--- config.mk ---
export PLATFORM = sky130hd
export DESIGN_NAME = rgb_to_yuv
export DESIGN_NICKNAME = d
export VERILOG_FILES = /design/src/rtl/rgb_to_yuv.sv
export SDC_FILE = /design/constraint.sdc
export NUM_CORES = 1
export LEC_CHECK = 0
export CORE_ASPECT_RATIO = 0.5
export CORE_MARGIN = 2
export CORE_UTILIZATION = 60
export CTS_CLUSTER_DIAMETER = 80
export DETAILED_ROUTE_END_ITERATION = 6
export HOLD_SLACK_MARGIN = 0.1
export PLACE_DENSITY = 0.85
export SYNTH_ARGS = -nofsm -noshare
export SYNTH_HDL_FRONTEND = slang
export SYNTH_SLANG_ARGS = --single-unit
export TNS_END_PERCENT = 1
--- constraint.sdc ---
create_clock -name clk -period 10.6 [get_ports clk]
set_clock_uncertainty 0.1 [all_clocks]
set_input_delay 2.12 -clock clk [delete_from_list [all_inputs] [get_ports clk]]
set_output_delay 2.12 -clock clk [all_outputs]
set_load 0.05 [all_outputs]
--- src/rtl/rgb_to_yuv.sv ---
// ============================================================================
//  Module   : rgb_to_yuv
//  Purpose  : Packs pixel pairs into a 4:2:2 byte stream (U,Y1,V,Y2).
//             Macro RGB_TO_YUV_CHROMA_AVG_EN averages chroma over both pixels.
//  Revision : 1.0  initial release
// ============================================================================
`default_nettype none

module rgb_to_yuv (
  input  logic        clk,
  input  logic        reset,
  input  logic        in_en,
  input  logic [23:0] rgb_in,
  output logic        busy,
  output logic        out_valid,
  output logic [7:0]  yuv_out
);

  typedef enum logic [2:0] {
    S_P1  = 3'd0,
    S_P2  = 3'd1,
    S_OU  = 3'd2,
    S_OY1 = 3'd3,
    S_OV  = 3'd4,
    S_OY2 = 3'd5
  } state_t;

  state_t      state;
  state_t      state_next;
  logic [23:0] pix1;
  logic [23:0] pix2;

  // Max sum is 8*255+4 = 2044, so 11 bits hold it without overflow.
  function automatic logic [7:0] luma(input logic [23:0] p);
    logic [10:0] s;
    s = {2'b00, p[23:16], 1'b0}
      + {1'b0, p[15:8], 2'b00}
      + {3'b000, p[15:8]}
      + {3'b000, p[7:0]}
      + 11'd4;
    return s[10:3];
  endfunction

  function automatic logic signed [13:0] diff(input logic [7:0] a, input logic [7:0] b);
    return $signed({6'b0, a}) - $signed({6'b0, b});
  endfunction

  function automatic logic [7:0] clamp8(input logic signed [13:0] x);
    logic [7:0] r;
    if (x > 14'sd127)
      r = 8'h7F;
    else if (x < -14'sd128)
      r = 8'h80;
    else
      r = x[7:0];
    return r;
  endfunction

  logic [7:0]         y1;
  logic [7:0]         y2;
  logic signed [13:0] b_y1;
  logic signed [13:0] r_y1;
  logic signed [13:0] u_raw;
  logic signed [13:0] v_raw;
  logic [7:0]         u_byte;
  logic [7:0]         v_byte;

  assign y1   = luma(pix1);
  assign y2   = luma(pix2);
  assign b_y1 = diff(pix1[7:0], y1);
  assign r_y1 = diff(pix1[23:16], y1);

`ifdef RGB_TO_YUV_CHROMA_AVG_EN
  logic signed [13:0] b_y2;
  logic signed [13:0] r_y2;

  assign b_y2  = diff(pix2[7:0], y2);
  assign r_y2  = diff(pix2[23:16], y2);
  assign u_raw = (b_y1 + b_y2 + 14'sd2) >>> 2;
  assign v_raw = (14'sd5 * (r_y1 + r_y2) + 14'sd8) >>> 4;
`else
  assign u_raw = (b_y1 + 14'sd1) >>> 1;
  assign v_raw = (14'sd5 * r_y1 + 14'sd4) >>> 3;
`endif

  assign u_byte = clamp8(u_raw);
  assign v_byte = clamp8(v_raw);

  always_ff @(posedge clk) begin
    if (reset) begin
      state <= S_P1;
      pix1  <= 24'h000000;
      pix2  <= 24'h000000;
    end else begin
      state <= state_next;
      if (state == S_P1 && in_en)
        pix1 <= rgb_in;
      if (state == S_P2 && in_en)
        pix2 <= rgb_in;
    end
  end

  always_comb begin
    state_next = state;
    case (state)
      S_P1:    if (in_en) state_next = S_P2;
      S_P2:    if (in_en) state_next = S_OU;
      S_OU:    state_next = S_OY1;
      S_OY1:   state_next = S_OV;
      S_OV:    state_next = S_OY2;
      S_OY2:   state_next = S_P1;
      default: state_next = S_P1;
    endcase
  end

  always_comb begin
    busy    = 1'b0;
    yuv_out = 8'h00;
    case (state)
      S_OU:  begin busy = 1'b1; yuv_out = u_byte; end
      S_OY1: begin busy = 1'b1; yuv_out = y1;     end
      S_OV:  begin busy = 1'b1; yuv_out = v_byte; end
      S_OY2: begin busy = 1'b1; yuv_out = y2;     end
      default: ;
    endcase
  end

  assign out_valid = busy;

endmodule

`default_nettype wire

==> reports/results.ini <==
[worst_setup_path]
max_stage_delay_on_crit_path_ps = 490
setup.worst_path.class = register to output port
crit_path_max_fanout = 5
critical_path.slowest_cell = fa_1
cp_common_cell = ha_1
critical_path_arrival_ps = 7920
critical_path.endpoint_type = output port
required_ps = 8380
critPathLaunchType = register

[timing]
tightest_slew_ps = 902
min_period_over_period_pct = 95.7
period_minus_ws_final_ps = 10140
setup_total_negative_slack_ps = 0
report.final.slew_viol_count = 0
grt_setup_unrepaired = no
hold_slack_ps = 356
timing.max_slew.rel_slack_pct = 39.8
finalSetupViolCount = 0
fmaxAchievable_mhz = 98.6
fin_hold_viols = 0

[floorplanning]
die-height_um = 68.3
die_area_um2 = 9070
initial_core_utilization_pct = 61.9
die_outline_width_um = 133
floorplan.io_pins = 37
rows = 23
floorplan.core_area_um2 = 8030

[global_route]
gr-usage-all-layers_pct = 27.7
groute.layer.met2.usage_pct = 47.4
grt_start_max_net_pins = 52
grt.busiest_layer = met2
number_of_antenna_violations_at_the_first_check_in_global_routing = 1
grt_util_met1_pct = 38.2
first_global_vias = 4026
grt_util_met3_pct = 4.59
grt_pass1_wl_um = 19600
globalRouteOverflowTotal = 0

[yosys]
synth_area_leader_cell = dfxtp_1
synth.ff_latch_count = 51
synth_sequential_area_ratio_pct = 20.6
synthesis.area_um2 = 4970
post_synth_most_frequent_cells = nand2_1, a21oi_1, ha_1
synthesis.nets = 730
post_synthesis_mean_instance_area_um2 = 8.21
ys_types = 55
post_synthesis_cell_count = 605
synth_top_cell_area_share_pct = 20.6
async_flop_share_pct = 0
synth_warnings = 0
biggest_area_contributors_in_the_synthesized_netlist = dfxtp_1, ha_1, fa_1
synth-edff-count = 0
synth_top_flop_cell = dfxtp_1
yosys.cell_count.top_type = nand2_1

[worst_hold_path]
timing.hold.worst.class = register to register

[clock_network]
clock_path_buffers = 2
post_cts.repair.setup_buffers = 0
numClockSinks = 51
latest_clock_arrival_within_the_worst_skew_pair_ps = 280
ctsHtreeMaxLevel = 2
cts_hold_buf = 0
cts-root-buf = clkbuf_16
worst_setup_hold_path_clk_slew_ps = 60
tritoncts.num_buffers = 5
tritoncts = yes
cts_repair_resize_count = 5

[routing]
drt_pass1_iterations = 5
routed_wire_length_per_instance_um = 16.4
total_detailed_routing_wirelength_um = 12100
via_count = 4330
detail_route.iter0.violations = 335
drcViolationCount = 0
antenna_left = 0
vias_per_cell = 5.88

[cells_and_area]
syn_to_final_growth_pct = 10.6
layout-drive-gt1-share_pct = 4.98
finish.cell_count_without_fillers = 736
nNetsFinal = 747
filler_cell_count = 631
multi_input_gate_area_um2 = 3660
finalCoreUtilization_pct = 68.4
ff_latch_area_um2 = 1020

[placed_design]
dp.final_hpwl_um = 9710
place_inst = 727
io_buffer_count = 36
place.gp.congestion = 0.934

[power]
vdd.ir_drop.worst_mv = 0.212
leakagePower_nw = 2.54
design_power_total_mw = 1.59
power_density_nw_per_um2 = 289

[run]
drv.max_cap_violation_count = 0

[outcome]
outcome = completed

[metrics by stage]
stage / instance area (µm²) / setup WS, ps
2_1_floorplan: 4970 / 1080
3_3_place_gp: 5370 / 455
3_5_place_dp: 5370 / 274
4_1_cts: 5500 / 38.9
5_1_grt: 5490 / 8.35
6_report: 5490 / 459
[routing by layer]
| metal | wire length [µm] | share of wire, % |
|---|---|---|
| met4 | 70 | 0.58 |
| met3 | 849 | 7.0 |
| met2 | 5520 | 46 |
| met1 | 5620 | 47 |
| met5 | 0 | 0 |
[cell families (layout without fill, tap and decap cells)]
| kind of cell | count (synthesis) | count (layout) | synth area share [%] |
|---|---|---|---|
| simple gates | 183 | 183 | 16.5 |
| compound gates | 149 | 149 | 19.1 |
| fa+ha+maj | 104 | 104 | 30.7 |
| buf+inv | 79 | 97 | 6.17 |
| flops | 51 | 51 | 20.6 |
| xor+xnor | 36 | 36 | 6.35 |
| mux | 3 | 3 | 0.605 |
| other cells | 0 | 1 | 0 |
[cell usage in the layout (no fill, tap or decap), types with 4 or more instances in the layout]
master,instances
nand2_1,116
a21oi_1,68
ha_1,66
inv_1,50
dfxtp_1,50
fa_1,32
clkdlybuf4s50_1,27
xnor2_1,22
a21o_1,14
xor2_1,13
nor2_1,13
o21ai_0,12
nand2b_1,8
a22oi_1,8
nor3_1,7
nand3_1,7
clkbuf_2,7
maj3_1,6
o22ai_1,6
or3_1,5
o211ai_1,5
or2_2,5
clkbuf_16,5
nor2b_1,4
nand3b_1,4
[critical path: cells and delay by family (launching register included)]
family	cells	cell delay (ps)
AND/OR/NAND/NOR	2	170
buffers and inverters	4	490
adder cells (fa/ha/maj)	13	4610
flip-flops	1	410
AO/OA/AOI/OAI	9	1660
XOR/XNOR	2	290
[path summary, 6_finish.rpt]
check | startpoint | endpoint | slack [ps] | depth (start not counted)
setup reg to reg | state[0]$_SDFFE_PP0P_ | pix2[6]$_SDFFE_PP0P_ | 8630 | 4
hold / removal | pix1[12]$_SDFFE_PP0P_ | pix1[12]$_SDFFE_PP0P_ | 360 | 2
hold reg to reg | pix1[12]$_SDFFE_PP0P_ | pix1[12]$_SDFFE_PP0P_ | 360 | 2
setup / recovery | pix1[1]$_SDFFE_PP0P_ | yuv_out[2] | 460 | 30
[where the power goes]
part           switching, mW  leakage [nW]  internal [mW]
Combinational          0.687          2.06          0.526
Sequential            0.0166         0.417          0.204
Clock                 0.0648        0.0679         0.0873
[flip-flops by register name (all words and copies together), names as in the netlist]
signal,count
pix1,24
state,3
pix2,24
[layout make-up]
type | count | share of cell area [%]
multi-input combinational | 475 | 66.6
clock inverter | 1 | 0.0911
antenna | 1 | 0.0456
inverter | 50 | 3.42
tap | 112 | 2.55
clock buffer | 7 | 2.41
sequential | 51 | 18.6
timing repair buffer | 39 | 6.29
(Power assumes the default switching activity.)
